File: src/rtl/fifo_wr_arb.sv
// Round-robin arbiter sharing the async FIFO's write port between NREQ requesters,
// granting bursts of up to MAXBURST beats with flow control from wfull/afull.
module fifo_wr_arb #(
   parameter int unsigned DSIZE    = 8,
   parameter int unsigned NREQ     = 4,
   parameter int unsigned MAXBURST = 4
) (
   input  logic                  wclk,
   input  logic                  wrst,
   input  logic [NREQ-1:0]       req,
   input  logic [NREQ*DSIZE-1:0] req_data,
   input  logic                  wfull,
   input  logic                  afull,
   output logic [NREQ-1:0]       ack,
   output logic [NREQ-1:0]       gnt,
   output logic                  winc,
   output logic [DSIZE-1:0]      wdata,
   output logic                  busy
);

   localparam int unsigned OW = $clog2(NREQ);
   localparam int unsigned BW = (MAXBURST > 1) ? $clog2(MAXBURST) : 1;
   localparam logic [OW-1:0] LastInit = OW'(NREQ - 1);
   localparam logic [BW-1:0] BeatMax  = BW'(MAXBURST - 1);

   typedef enum logic {StIdle, StGrant} state_e;

   state_e           state_q, state_d;
   logic [OW-1:0]    owner_q, owner_d;
   logic [OW-1:0]    rr_last_q, rr_last_d;
   logic [BW-1:0]    beat_q, beat_d;
   logic [NREQ-1:0]  gnt_q, gnt_d;
   logic             end_b;

   // Nearest requester after 'last' wins; scanning far-to-near lets the last hit stand.
   function automatic logic [OW-1:0] pick(input logic [NREQ-1:0] r, input logic [OW-1:0] last);
      logic [OW-1:0] sel;
      logic [OW-1:0] cand;
      sel = last;
      for (int k = int'(NREQ); k > 0; k--) begin
         cand = OW'((int'(last) + k) % int'(NREQ));
         if (r[cand]) sel = cand;
      end
      return sel;
   endfunction

   function automatic logic [NREQ-1:0] onehot(input logic [OW-1:0] o);
      logic [NREQ-1:0] v;
      v    = '0;
      v[o] = 1'b1;
      return v;
   endfunction

   always_ff @(posedge wclk or posedge wrst) begin
      if (wrst) begin
         state_q   <= StIdle;
         owner_q   <= '0;
         rr_last_q <= LastInit;
         beat_q    <= '0;
         gnt_q     <= '0;
      end else begin
         state_q   <= state_d;
         owner_q   <= owner_d;
         rr_last_q <= rr_last_d;
         beat_q    <= beat_d;
         gnt_q     <= gnt_d;
      end
   end

   always_comb begin
      state_d   = state_q;
      owner_d   = owner_q;
      rr_last_d = rr_last_q;
      beat_d    = beat_q;
      gnt_d     = gnt_q;
      winc      = 1'b0;
      ack       = '0;
      wdata     = '0;
      end_b     = 1'b0;
      case (state_q)
         StIdle: begin
            if (|req && !wfull) begin
               owner_d = pick(req, rr_last_q);
               gnt_d   = onehot(owner_d);
               beat_d  = '0;
               state_d = StGrant;
            end
         end
         StGrant: begin
            winc  = req[owner_q] & ~wfull;
            ack   = winc ? onehot(owner_q) : '0;
            wdata = req_data[owner_q*DSIZE +: DSIZE];
            // A withdrawn request ends the burst even while the FIFO is full.
            end_b = (winc && (beat_q == BeatMax || afull)) || !req[owner_q];
            if (end_b) begin
               rr_last_d = owner_q;
               beat_d    = '0;
               if (|req && !wfull) begin
                  owner_d = pick(req, owner_q);
                  gnt_d   = onehot(owner_d);
               end else begin
                  gnt_d   = '0;
                  state_d = StIdle;
               end
            end else if (winc) begin
               beat_d = beat_q + 1'b1;
            end
         end
         default: state_d = StIdle;
      endcase
   end

   assign gnt  = gnt_q;
   assign busy = (state_q == StGrant);

endmodule

File: config.mk
export PLATFORM = sky130hd
export DESIGN_NAME = fifo_wr_arb
export DESIGN_NICKNAME = d
export VERILOG_FILES = /design/src/rtl/fifo_wr_arb.sv
export SDC_FILE = /design/constraint.sdc
export NUM_CORES = 1
export LEC_CHECK = 0
export ABC_AREA = 1
export CORE_MARGIN = 2
export CORE_UTILIZATION = 39
export DETAILED_ROUTE_END_ITERATION = 16
export GPL_TIMING_DRIVEN = 1
export PLACE_DENSITY = 0.76
export SLEW_MARGIN = 20
export SYNTH_ARGS = -nofsm -noshare
export SYNTH_HDL_FRONTEND = slang
export SYNTH_SLANG_ARGS = --single-unit
File: constraint.sdc
create_clock -name wclk -period 2 [get_ports wclk]
set_input_delay 0.4 -clock wclk [delete_from_list [all_inputs] [get_ports wclk]]
set_output_delay 0.4 -clock wclk [all_outputs]
set_load 0.03 [all_outputs]
==> impl_metrics.tcl, run 1 <==
set metrics [dict create \
    start_util 0.397 \
    critPathArrivalTime_ns 1.55 \
    h-tree-depth 1 \
    gp_congestion 0.837 \
    fin_cells 367 \
    fill_cells 348 \
    cts_hold_buf 0 \
    power_switching_share 0.542 \
    cts_buffer_depth 2 \
    p_comb_frac 0.823 \
    vdd.ir_drop.worst_mv 0.745 \
    vias 1751 \
    synth_nets 282 \
    crit_top_cell "nand2_4" \
    min_period_ns 1.95 \
    routedWlPerCell_um 11.7 \
    worst_slew_pin_slew_ns 0.489 \
    syn-mean-instance-area_um2 6.04 \
    slew_headroom 0.674 \
    chipHeight_um 64.6 \
    clock.fmax_mhz 514 \
    ios 58 \
    die-area_um2 4170 \
    cts_tree "yes" \
    cp-start-kind "flop" \
    ys_seq_elements 11 \
    slowest_stage "dfrtp_2" \
    area_growth_pct 59.6 \
    ys_warn_count 0 \
    coreArea_um2 3610 \
    critPathMaxStageDelay_ns 0.44 \
    antenna_found_initial 0 \
    hold_viol_final 0 \
    r2r_start "owner_q[0]" \
    power_frac_clock 0.064 \
    critical_path_class "reg -> out" \
    status "finished clean" \
    drive_gt1_frac 0.317 \
    endpoint_kind "output pin" \
    dr.pass1.iters 4 \
    fin_crit_sh 0.973 \
    ant_nets 0 \
    clock_latency_ns 0.24 \
    dp_hpwl_um 3330 \
    final_nets 365 \
    p_switching_mw 1.95 \
    rows 22 \
    grt_use_total 0.220 \
    cts_root_buf "clkbuf_8" \
    startpoint "owner_q[0]" \
    maxSlewViolCount 0 \
    cap_viol_max_count 0 \
    syn_area_um2 1430 \
    post-route-util 0.634 \
    syn_inst 237 \
    stdcell_area_um2 2290 \
    drc_errors 0 \
    hold_class "in -> async" \
    rsz0062_at_grt "true" \
    antenna_cells 0 \
    crit_fanout 5 \
    grt_pass1_wl_um 7300 \
    portBuffers 57 \
    avgViaCountPerCell 4.77 \
    gr-total-overflow 0 \
    clkTransAtPathRegs_ns 0.05 \
    pwr-share-seq 0.113 \
    die_width_um 64.6 \
    placed_area_um2 2160 \
    internal-power_mw 1.65 \
    drt-total-wl_um 4300 \
    numCtsBuffers 3 \
    fin_skew_ns 0.00336 \
    grt_max_degree 19 \
    dpl.cell_count 358 \
    fin_setup_tns_ns 0 \
    timing.hold.ws_ns 0.468 \
    seq_area_frac_synth 0.194 \
    powerDensity_nw_per_um2 1580 \
    setup_viol 0 \
    leakage_nw 1.17 \
    cts.sinks 11 \
    netlist-cell-type-count 24 \
    crit_required_ns 1.60 \
    drt_first_iter_violations 59 \
    crit_chain "buf_6 > nand2_4 > nand2_2 > nand2_2 > nand2_4 > nor2_4 > nand2_4 > nor2_1 > buf_4" \
    grt_pass1_vias 1681 \
]
kinds of logic after synthesis:
family,after synthesis,share of synthesized area
flip-flops,11,0.194
AND/OR/NAND/NOR,152,0.518
buffers and inverters,33,0.102
adder cells (fa/ha/maj),5,0.0437
AO/OA/AOI/OAI,36,0.142
cell usage in the layout (no fill, tap or decap), drive strengths merged:
| cell | netlist | layout |
|---|---|---|
| a32o | 1 | 1 |
| dlygate4sd2 | 0 | 4 |
| buf | 8 | 43 |
| nand2 | 85 | 85 |
| dfstp | 2 | 2 |
| nand3 | 20 | 20 |
| o21ai | 24 | 24 |
| ha | 5 | 5 |
| clkbuf | 1 | 4 |
| a21oi | 11 | 11 |
| nor2 | 42 | 42 |
| inv | 24 | 23 |
| clkinv | 0 | 1 |
| clkdlybuf4s50 | 0 | 40 |
| nand4 | 4 | 4 |
| dfrtp | 9 | 9 |
| nor3 | 1 | 1 |
power by group through the flow:
stage | registers (mW) | clock network [mW] | logic, mW
final | 0.407 | 0.231 | 2.97
after global routing | 0.420 | 0.245 | 3.29
after CTS | 0.398 | 0.234 | 2.88
after detailed placement | 0.399 | 0 | 2.83
after global placement | 0.398 | 0 | 2.79
after floorplan | 0.458 | 0 | 1.92
state kept, by name, summed over array words and instances, names as in the netlist:
| register | count |
|---|---|
| owner_q | 2 |
| rr_last_q | 2 |
| gnt | 4 |
| beat_q | 2 |
| busy | 1 |
worst max-delay path, delay by kind of cell, from the launching register on:
kind,cells,cell delay [ns]
flops,1,0.44
buf+inv,2,0.32
simple gates,7,0.55
layer usage:
| metal | part of all wire | track usage | wire length [µm] | up-vias |
|---|---|---|---|---|
| met2 | 0.51 | 0.391 | 2210 | 42 |
| met1 | 0.43 | 0.277 | 1860 | 785 |
| met5 | 0 | 0 | 0 | - |
| li1 | - | - | - | 915 |
| met3 | 0.033 | 0.0208 | 140 | 9 |
| met4 | 0.021 | 0.0745 | 92 | 0 |
synth_stat cells:
library cell / instances / share of area
a21oi_1: 10 / 0.035
a21oi_4: 1 / 0.011
a32o_1: 1 / 0.0070
buf_2: 6 / 0.021
buf_6: 2 / 0.016
clkbuf_1: 1 / 0.0026
dfrtp_1: 9 / 0.16
dfstp_2: 2 / 0.037
ha_1: 5 / 0.044
inv_1: 14 / 0.037
inv_2: 10 / 0.026
nand2_1: 61 / 0.16
nand2_2: 21 / 0.092
nand2_4: 3 / 0.024
nand3_1: 12 / 0.042
nand3_2: 8 / 0.056
nand4_1: 3 / 0.013
nand4_4: 1 / 0.015
nor2_1: 40 / 0.10
nor2_2: 2 / 0.0087
nor3_1: 1 / 0.0035
o21ai_0: 18 / 0.063
o21ai_1: 4 / 0.014
o21ai_2: 2 / 0.012
final timing paths:
| check | end | slack (ns) | depth (start not counted) |
|---|---|---|---|
| max | ack[1] | 0.05 | 9 |
| min | gnt[2] | 0.47 | 2 |
| min in group wclk | gnt[3] | 0.48 | 2 |
| min reg2reg | gnt[3] | 0.48 | 2 |
| max reg2reg | owner_q[0] | 0.12 | 13 |
| max in group asynchronous | rr_last_q[0] | 1.19 | 2 |
stage by stage:
| stage | setup WS, ns | total power [mW] |
|---|---|---|
| after global placement | -0.0336 | 3.19 |
| after detailed placement | -0.0831 | 3.23 |
| after floorplan | 0.0239 | 2.38 |
| after global routing | -0.0260 | 3.95 |
| final | 0.0545 | 3.61 |
| after CTS | 0.0149 | 3.51 |
layout make-up:
class | instances | area (µm²) | share of cell area
clock buffers | 4 | 45.0 | 0.0197
inverters | 24 | 95.1 | 0.0416
multi-input cells | 193 | 1040 | 0.455
flip-flops and latches | 11 | 279 | 0.122
well taps | 48 | 60.1 | 0.0263
repair buffers | 87 | 766 | 0.335
repair_timing:
| action | 4_1_cts | 5_1_grt |
|---|---|---|
| resized for setup | 6 | 11 |
| buffers inserted | 3 | 2 |
| pin swaps | 3 | 3 |
| setup endpoints to repair | 5 | 6 |
(Power assumes the default switching activity.)
==> run 2: changes to the inputs <==
--- a/config.mk
+++ b/config.mk
@@ -6,6 +6,7 @@
 export NUM_CORES = 1
 export LEC_CHECK = 0
 export ABC_AREA = 1
+export ABC_CLOCK_PERIOD_IN_PS = 2000
 export CORE_MARGIN = 2
 export CORE_UTILIZATION = 39
 export DETAILED_ROUTE_END_ITERATION = 16
==> results of run 2 <==
Final layout, timing and power as in run 1 (identical DEF).
